File: src/rtl/round_share_arbiter.sv
// Two-requester round-robin front end for a shared mantissa rounder.
// Rounded results queue in a 2-entry FIFO and carry source ID and tag to the packer.
module round_share_arbiter #(
    parameter int SIZE_MAN        = 28,
    parameter int SIZE_MAN_RESULT = 24,
    parameter int TAG_W           = 4
) (
    input  logic                       i_clk,
    input  logic                       i_rst,
    input  logic                       i_req0_valid,
    output logic                       o_req0_ready,
    input  logic [SIZE_MAN-1:0]        i_req0_man,
    input  logic [TAG_W-1:0]           i_req0_tag,
    input  logic                       i_req1_valid,
    output logic                       o_req1_ready,
    input  logic [SIZE_MAN-1:0]        i_req1_man,
    input  logic [TAG_W-1:0]           i_req1_tag,
    output logic                       o_res_valid,
    input  logic                       i_res_ready,
    output logic [SIZE_MAN_RESULT-1:0] o_res_man,
    output logic                       o_res_ovf,
    output logic                       o_res_src,
    output logic [TAG_W-1:0]           o_res_tag,
    output logic                       o_busy
);

    localparam int LSB_W = SIZE_MAN - SIZE_MAN_RESULT;
    localparam int DEPTH = 2;

    logic [1:0] count_q, count_d;
    logic       wr_ptr_q, wr_ptr_d;
    logic       rd_ptr_q, rd_ptr_d;
    logic       rr_q, rr_d;

    logic [SIZE_MAN_RESULT-1:0] man_q [DEPTH];
    logic [SIZE_MAN_RESULT-1:0] man_d [DEPTH];
    logic                       ovf_q [DEPTH];
    logic                       ovf_d [DEPTH];
    logic                       src_q [DEPTH];
    logic                       src_d [DEPTH];
    logic [TAG_W-1:0]           tag_q [DEPTH];
    logic [TAG_W-1:0]           tag_d [DEPTH];

    logic                       space;
    logic                       grant0;
    logic                       grant1;
    logic                       push;
    logic                       pop;
    logic                       res_valid;
    logic [SIZE_MAN-1:0]        sel_man;
    logic [TAG_W-1:0]           sel_tag;
    logic                       rnd_g;
    logic                       rnd_r;
    logic                       rnd_s;
    logic                       rnd_inc;
    logic [SIZE_MAN_RESULT:0]   rnd_sum;

    // Space is judged on the registered count only, so a same-cycle pop never
    // opens a slot and ready has no path from i_res_ready.
    always_comb begin
        space  = (count_q < 2'd2);
        grant0 = !i_rst && space && i_req0_valid && (!i_req1_valid || !rr_q);
        grant1 = !i_rst && space && i_req1_valid && (!i_req0_valid ||  rr_q);
        push   = grant0 || grant1;
    end

    always_comb begin
        sel_man = grant1 ? i_req1_man : i_req0_man;
        sel_tag = grant1 ? i_req1_tag : i_req0_tag;
        rnd_g   = sel_man[LSB_W-1];
        rnd_r   = sel_man[LSB_W-2];
        rnd_s   = |sel_man[LSB_W-3:0];
        rnd_inc = (rnd_g && rnd_r) || (rnd_r && rnd_s);
        rnd_sum = {1'b0, sel_man[SIZE_MAN-1:LSB_W]}
                + {{SIZE_MAN_RESULT{1'b0}}, rnd_inc};
    end

    always_comb begin
        res_valid = !i_rst && (count_q != 2'd0);
        pop       = res_valid && i_res_ready;
    end

    always_comb begin
        count_d  = count_q;
        wr_ptr_d = wr_ptr_q;
        rd_ptr_d = rd_ptr_q;
        rr_d     = rr_q;

        if (push) begin
            wr_ptr_d = ~wr_ptr_q;
        end
        if (pop) begin
            rd_ptr_d = ~rd_ptr_q;
        end

        unique case ({push, pop})
            2'b10:   count_d = count_q + 2'd1;
            2'b01:   count_d = count_q - 2'd1;
            default: count_d = count_q;
        endcase

        if (grant0) begin
            rr_d = 1'b1;
        end else if (grant1) begin
            rr_d = 1'b0;
        end
    end

    always_comb begin
        for (int i = 0; i < DEPTH; i++) begin
            man_d[i] = man_q[i];
            ovf_d[i] = ovf_q[i];
            src_d[i] = src_q[i];
            tag_d[i] = tag_q[i];
        end
        if (push) begin
            man_d[wr_ptr_q] = rnd_sum[SIZE_MAN_RESULT-1:0];
            ovf_d[wr_ptr_q] = rnd_sum[SIZE_MAN_RESULT];
            src_d[wr_ptr_q] = grant1;
            tag_d[wr_ptr_q] = sel_tag;
        end
    end

    always_ff @(posedge i_clk) begin
        if (i_rst) begin
            count_q  <= 2'd0;
            wr_ptr_q <= 1'b0;
            rd_ptr_q <= 1'b0;
            rr_q     <= 1'b0;
        end else begin
            count_q  <= count_d;
            wr_ptr_q <= wr_ptr_d;
            rd_ptr_q <= rd_ptr_d;
            rr_q     <= rr_d;
        end
    end

    // NOTE: payload storage is deliberately not reset; entries are only
    // observable through the valid-gated outputs below, and count reset is
    // what discards them.
    always_ff @(posedge i_clk) begin
        for (int i = 0; i < DEPTH; i++) begin
            man_q[i] <= man_d[i];
            ovf_q[i] <= ovf_d[i];
            src_q[i] <= src_d[i];
            tag_q[i] <= tag_d[i];
        end
    end

    always_comb begin
        o_req0_ready = grant0;
        o_req1_ready = grant1;
        o_res_valid  = res_valid;
        o_res_man    = res_valid ? man_q[rd_ptr_q] : '0;
        o_res_ovf    = res_valid ? ovf_q[rd_ptr_q] : 1'b0;
        o_res_src    = res_valid ? src_q[rd_ptr_q] : 1'b0;
        o_res_tag    = res_valid ? tag_q[rd_ptr_q] : '0;
        o_busy       = (count_q != 2'd0) || i_req0_valid || i_req1_valid;
    end

endmodule

File: config.mk
export PLATFORM = sky130hd
export DESIGN_NAME = round_share_arbiter
export DESIGN_NICKNAME = d
export VERILOG_FILES = /design/src/rtl/round_share_arbiter.sv
export SDC_FILE = /design/constraint.sdc
export NUM_CORES = 1
export LEC_CHECK = 0
export CELL_PAD_IN_SITES_DETAIL_PLACEMENT = 1
export CELL_PAD_IN_SITES_GLOBAL_PLACEMENT = 2
export CORE_ASPECT_RATIO = 1.4
export CORE_MARGIN = 3
export CORE_UTILIZATION = 43
export DETAILED_ROUTE_END_ITERATION = 10
export DONT_BUFFER_PORTS = 1
export PLACE_DENSITY_LB_ADDON = 0.05
export SETUP_SLACK_MARGIN = 0.1
export SYNTH_ARGS = -nofsm -noshare
export SYNTH_HDL_FRONTEND = slang
export SYNTH_SLANG_ARGS = --single-unit
File: constraint.sdc
create_clock -name i_clk -period 6 [get_ports i_clk]
set_input_delay 0.3 -clock i_clk [delete_from_list [all_inputs] [get_ports i_clk]]
set_output_delay 0.3 -clock i_clk [all_outputs]
set_load 0.02 [all_outputs]
## Word-level counts from Yosys, hierarchy flattened

Memory sizes are Yosys's and may differ from the RTL's. A register that Yosys moved wholly into a read port is not among the register bits.
Index checks and enable logic that the tools add are counted.

| word-level totals | value |
|---|---|
| flip-flop bits (word level) | 5 |
| memory bits (writable) | 60 |
| bits of input ports | 69 |
| word-level logic and storage cells | 74 |
| memories | 4 |

| cells by class | value |
|---|---|
| $add $sub $neg | 3 |
| magnitude comparators | 3 |
| equal/unequal tests | 2 |
| muxes and demuxes | 31 |
| bitwise gates (word level) | 3 |
| reduce and logical (&&, ||, !) cells | 24 |

Memory list:

| name | words | width | read ports | clocked after Yosys merged registers in | write ports | RTL line | source |
|---|---|---|---|---|---|---|---|
| man_q | 2 | 24 | 3 | 1 | 2 | 35 | `logic [SIZE_MAN_RESULT-1:0] man_q [DEPTH];` |
| tag_q | 2 | 4 | 3 | 1 | 2 | 41 | `logic [TAG_W-1:0] tag_q [DEPTH];` |
| ovf_q | 2 | 1 | 3 | 1 | 2 | 37 | `logic ovf_q [DEPTH];` |
| src_q | 2 | 1 | 3 | 1 | 2 | 39 | `logic src_q [DEPTH];` |

Operators by type and width:

| kind | count |
|---|---|
| $bwmux 48 | 1 |
| $mux 24 | 2 |
| $mux 48 | 1 |
| $mux 28 | 1 |
| $add 24x1->25 | 1 |
| $demux 24 s1 | 1 |
| $mux 1 | 13 |
| $mux 4 | 3 |
| $logic_and 1x1->1 | 10 |
| $bwmux 8 | 1 |
| $mux 8 | 1 |
| $logic_or 1x1->1 | 6 |
| $reduce_bool 2->1 | 3 |
| $bwmux 2 | 2 |
| $demux 4 s1 | 1 |
| $logic_not 1->1 | 4 |
| $mux 2 | 2 |
| $pmux 2 s2 | 1 |
| $add 2x1->2 const B | 1 |
| $eq 2x1->1 const B | 1 |
| $eq 2x2->1 const B | 1 |
| $ge 2x2->1 const B | 1 |
| $lt 2x1->1 const B | 1 |
| $lt 2x2->1 const B | 1 |
| 5 further kinds | 6 |

## Longest topological paths before layout

| depth | value |
|---|---|
| word-level depth | 11 |
| gate-level depth with buffers | 17 |
| depth with buffers taken out | 13 |

## Least setup slack after synthesis

OpenSTA, ideal clock, no wires.

| timing | value |
|---|---|
| path type | input-to-reg |
| start | input i_rst |
| end | memory man_q[0][22] (data pin) |
| setup time | 0.264 ns |
| data arrival time | 3.243 ns |
| required time | 5.736 ns |
| slack | 2.492 ns |
| stages | 17 |
| path buffers | 4 |
| cells stage by stage | buf_6 nor3b_2 nand2_2 inv_2 buf_2 buf_2 buf_2 nand2_1 nand2_1 ha_1 ha_1 nand3_1 nor4_1 a32oi_1 a21oi_1 nand3_1 xor2_1 |

RTL lines:

| element | RTL line | source |
|---|---|---|
| start: declaration | 9 | `input logic i_rst,` |
| end: declaration | 35 |  |

==> impl_metrics.tcl <==
set metrics [dict create \
    cap_violations 0 \
    synth_flop_cell "edfxtp_1" \
    synthesis.area_sq_um 3680 \
    drt_iter0_drc 176 \
    p_leak_nw 1.363 \
    synthCells 335 \
    timing.rr.end "man_q[1][22]$_DFFE_PP_" \
    clkLatencyLatePin_ps 320 \
    grt_max_degree 38 \
    synthArstFlopShare_pct 0 \
    rsz0062_at_grt "no" \
    layout-drive-gt1-share_pct 8.235 \
    slew_headroom_pct 32.76 \
    ant_nets 0 \
    drt_pre_antenna_iters 4 \
    num_vias 2604 \
    core.rowCount 39 \
    cts_tree "built" \
    io_pins 103 \
    core_area_sq_um 8247 \
    slowest_stage "nor4_1" \
    antenna_found_initial 0 \
    area.growth.synth_to_final_pct 10.95 \
    drc_errors 0 \
    ir_worst_vdd_mv 0.3292 \
    wl_per_cell_um 21.86 \
    synth_edf_count 60 \
    placed_area_sq_um 3782 \
    ctsHoldBuffers 0 \
    cts_root_buf "clkbuf_16" \
    min_from "i_rst" \
    cp_max_fo 37 \
    fp.dieH_um 115.5 \
    layout.nets 408 \
    endpoint_kind "flip-flop" \
    cts_sinks 66 \
    min_period_over_period_pct 72.09 \
    seq_area_frac_synth_pct 52.23 \
    post_cts_buffers 0 \
    utilization_pct 49.51 \
    cp-start-kind "flip-flop" \
    crit_chain "nor3b_2 > nand2_2 > inv_2 > buf_4 > nand2_1 > nand2_1 > ha_1 > ha_1 > nand3_1 > nor4_1 > a32oi_1 > a21oi_1 > nand3_1 > xor2_1" \
    start_util_pct 44.62 \
    cp.required_ps 6060 \
    tightestPinTransition_ps 1009 \
    wl_um 9663 \
    die-area_sq_um 9720 \
    wl_met3_um 794 \
    status "completed" \
    fmax_ghz 0.2312 \
    grt_pass1_wl_um 15150 \
    period_needed_ps 4325 \
    dr_wl_met2_um 5347 \
    slew_violations 0 \
    cts_made_buffers 9 \
    met1Wirelength_um 3400 \
    finalHoldViolCount 0 \
    ys_warn_count 0 \
    cts.repair.resized 0 \
    r2r_setup_slack_ps 1670 \
    grt_overflow 0 \
    reg2reg_from "count_q[1]$_SDFFE_PP0P_" \
    grt_pass1_vias 2795 \
    skew_ps 6.164 \
    power_density_nw_per_um2 329.8 \
    num_antenna_cells 0 \
    final_common_cell "edfxtp_1" \
    place_hpwl_um 7326 \
    tns_ps 0 \
    syn_area_per_cell_sq_um 10.98 \
    grt_usage_pct 20.64 \
    finalSetupViolCount 0 \
    top_layer "met4" \
    synth_nets 407 \
    clk_path_buf_depth 2 \
    port_buffers 0 \
    finalWeightedCongestion 0.9085 \
    holdPathStages 1 \
    hold_path.class "in -> reg" \
    fill_cells 909 \
    critPathLaunch "count_q[1]$_SDFFE_PP0P_" \
    worstSetupPathType "reg -> reg" \
    die_w_um 84.19 \
    hold_ws_ps 35.49 \
    clk_pin_slew_worst_paths_ps 50 \
    r2r.worst_path.cells 14 \
    yosysUniqueCellTypes 38 \
    ys_seq_elements 66 \
    cpPeakStageDelay_ps 550 \
    total_power_mw 1.346 \
    layout_common_cells "edfxtp_1 (60), mux2i_1 (52), nor2_1 (42), nand2_1 (34), nand3_1 (19)" \
    fin_area_sq_um 4083 \
    viasPerCell 5.891 \
    htree_levels 3 \
    worstPathArrival_ps 4390 \
]
[state kept, by name (all words and copies together) (netlist names), named ones only]
name and flops:
rd_ptr_q 1, man_q 48, ovf_q 2, count_q 2
tag_q 8, src_q 2, rr_q 1, wr_ptr_q 1
[worst max-delay path by stage]
stage	to	cells after the start
after floorplan	man_q[0][22]$_DFFE_PP_	17
after global placement	man_q[0][22]$_DFFE_PP_	14
after detailed placement	man_q[0][22]$_DFFE_PP_	14
after CTS	man_q[1][22]$_DFFE_PP_	14
after global routing	man_q[0][20]$_DFFE_PP_	14
final	man_q[1][22]$_DFFE_PP_	14
[cells by family (layout without fill, tap and decap cells)]
group / count (synthesis) / after routing / share of synthesized area (%)
AOI/OAI and AO/OA: 25 / 25 / 4.387
xor gates and xnor gates: 32 / 32 / 7.616
adders and majority gates: 3 / 3 / 1.020
buffers and inverters: 18 / 23 / 2.176
DFF: 66 / 66 / 52.23
muxes: 52 / 52 / 14.14
and+or+nand+nor: 139 / 139 / 18.43
[metal layers]
| layer | track usage, % | up-vias |
|---|---|---|
| met5 | 0 | - |
| li1 | - | 1222 |
| met2 | 39.30 | 87 |
| met1 | 21.06 | 1287 |
| met3 | 7.326 | 8 |
| met4 | 6.116 | 0 |
[final cells by class]
| class | instances | area [sq um] | area share, % |
|---|---|---|---|
| flip-flops and latches | 66 | 1923 | 47.10 |
| multi-input cells | 251 | 1687 | 41.31 |
| well taps | 102 | 127.6 | 3.126 |
| inverters | 4 | 15.01 | 0.3678 |
| clock buffers | 11 | 232.7 | 5.700 |
| repair buffers | 4 | 30.03 | 0.7355 |
| clock inverters | 4 | 67.56 | 1.655 |
[critical path: cells and delay by family, from the launching register on]
family	cells	cell delay [ps]
buf+inv	2	830
xor+xnor	1	170
compound gates	2	470
fa+ha+maj	2	530
simple gates	7	1690
flops	1	370
[power by group]
| group | leakage [nW] | switching, mW | internal (mW) | total, mW |
|---|---|---|---|---|
| logic | 0.611 | 0.150 | 0.0735 | 0.224 |
| clock network | 0.145 | 0.175 | 0.358 | 0.534 |
| registers | 0.607 | 0.0289 | 0.560 | 0.589 |
[cell usage after synthesis (2+ instances only)]
library cell / n / area share (%)
a21oi_1: 3 / 0.41
a31o_2: 2 / 0.48
a32oi_1: 2 / 0.48
and2_1: 4 / 0.68
and3_1: 10 / 1.7
buf_1: 2 / 0.20
buf_2: 4 / 0.54
clkbuf_1: 7 / 0.71
dfxtp_1: 6 / 3.3
edfxtp_1: 60 / 49
ha_1: 3 / 1.0
inv_1: 3 / 0.31
mux2i_1: 52 / 14
nand2_1: 34 / 3.5
nand2b_1: 3 / 0.51
nand3_1: 19 / 2.6
nand4_1: 10 / 1.7
nor2_1: 44 / 4.5
nor4_1: 6 / 1.0
o21ai_0: 12 / 1.6
o311ai_0: 2 / 0.48
xnor2_1: 15 / 3.6
xor2_1: 17 / 4.0
[metrics by stage]
stage / worst slack [ps] / cells
3_5_place_dp: 1732 / 427
3_3_place_gp: 1911 / 427
4_1_cts: 1725 / 442
5_1_grt: 1311 / 442
2_1_floorplan: 2492 / 335
6_report: 1675 / 442
Note: power is estimated with default switching activity, not from simulation.
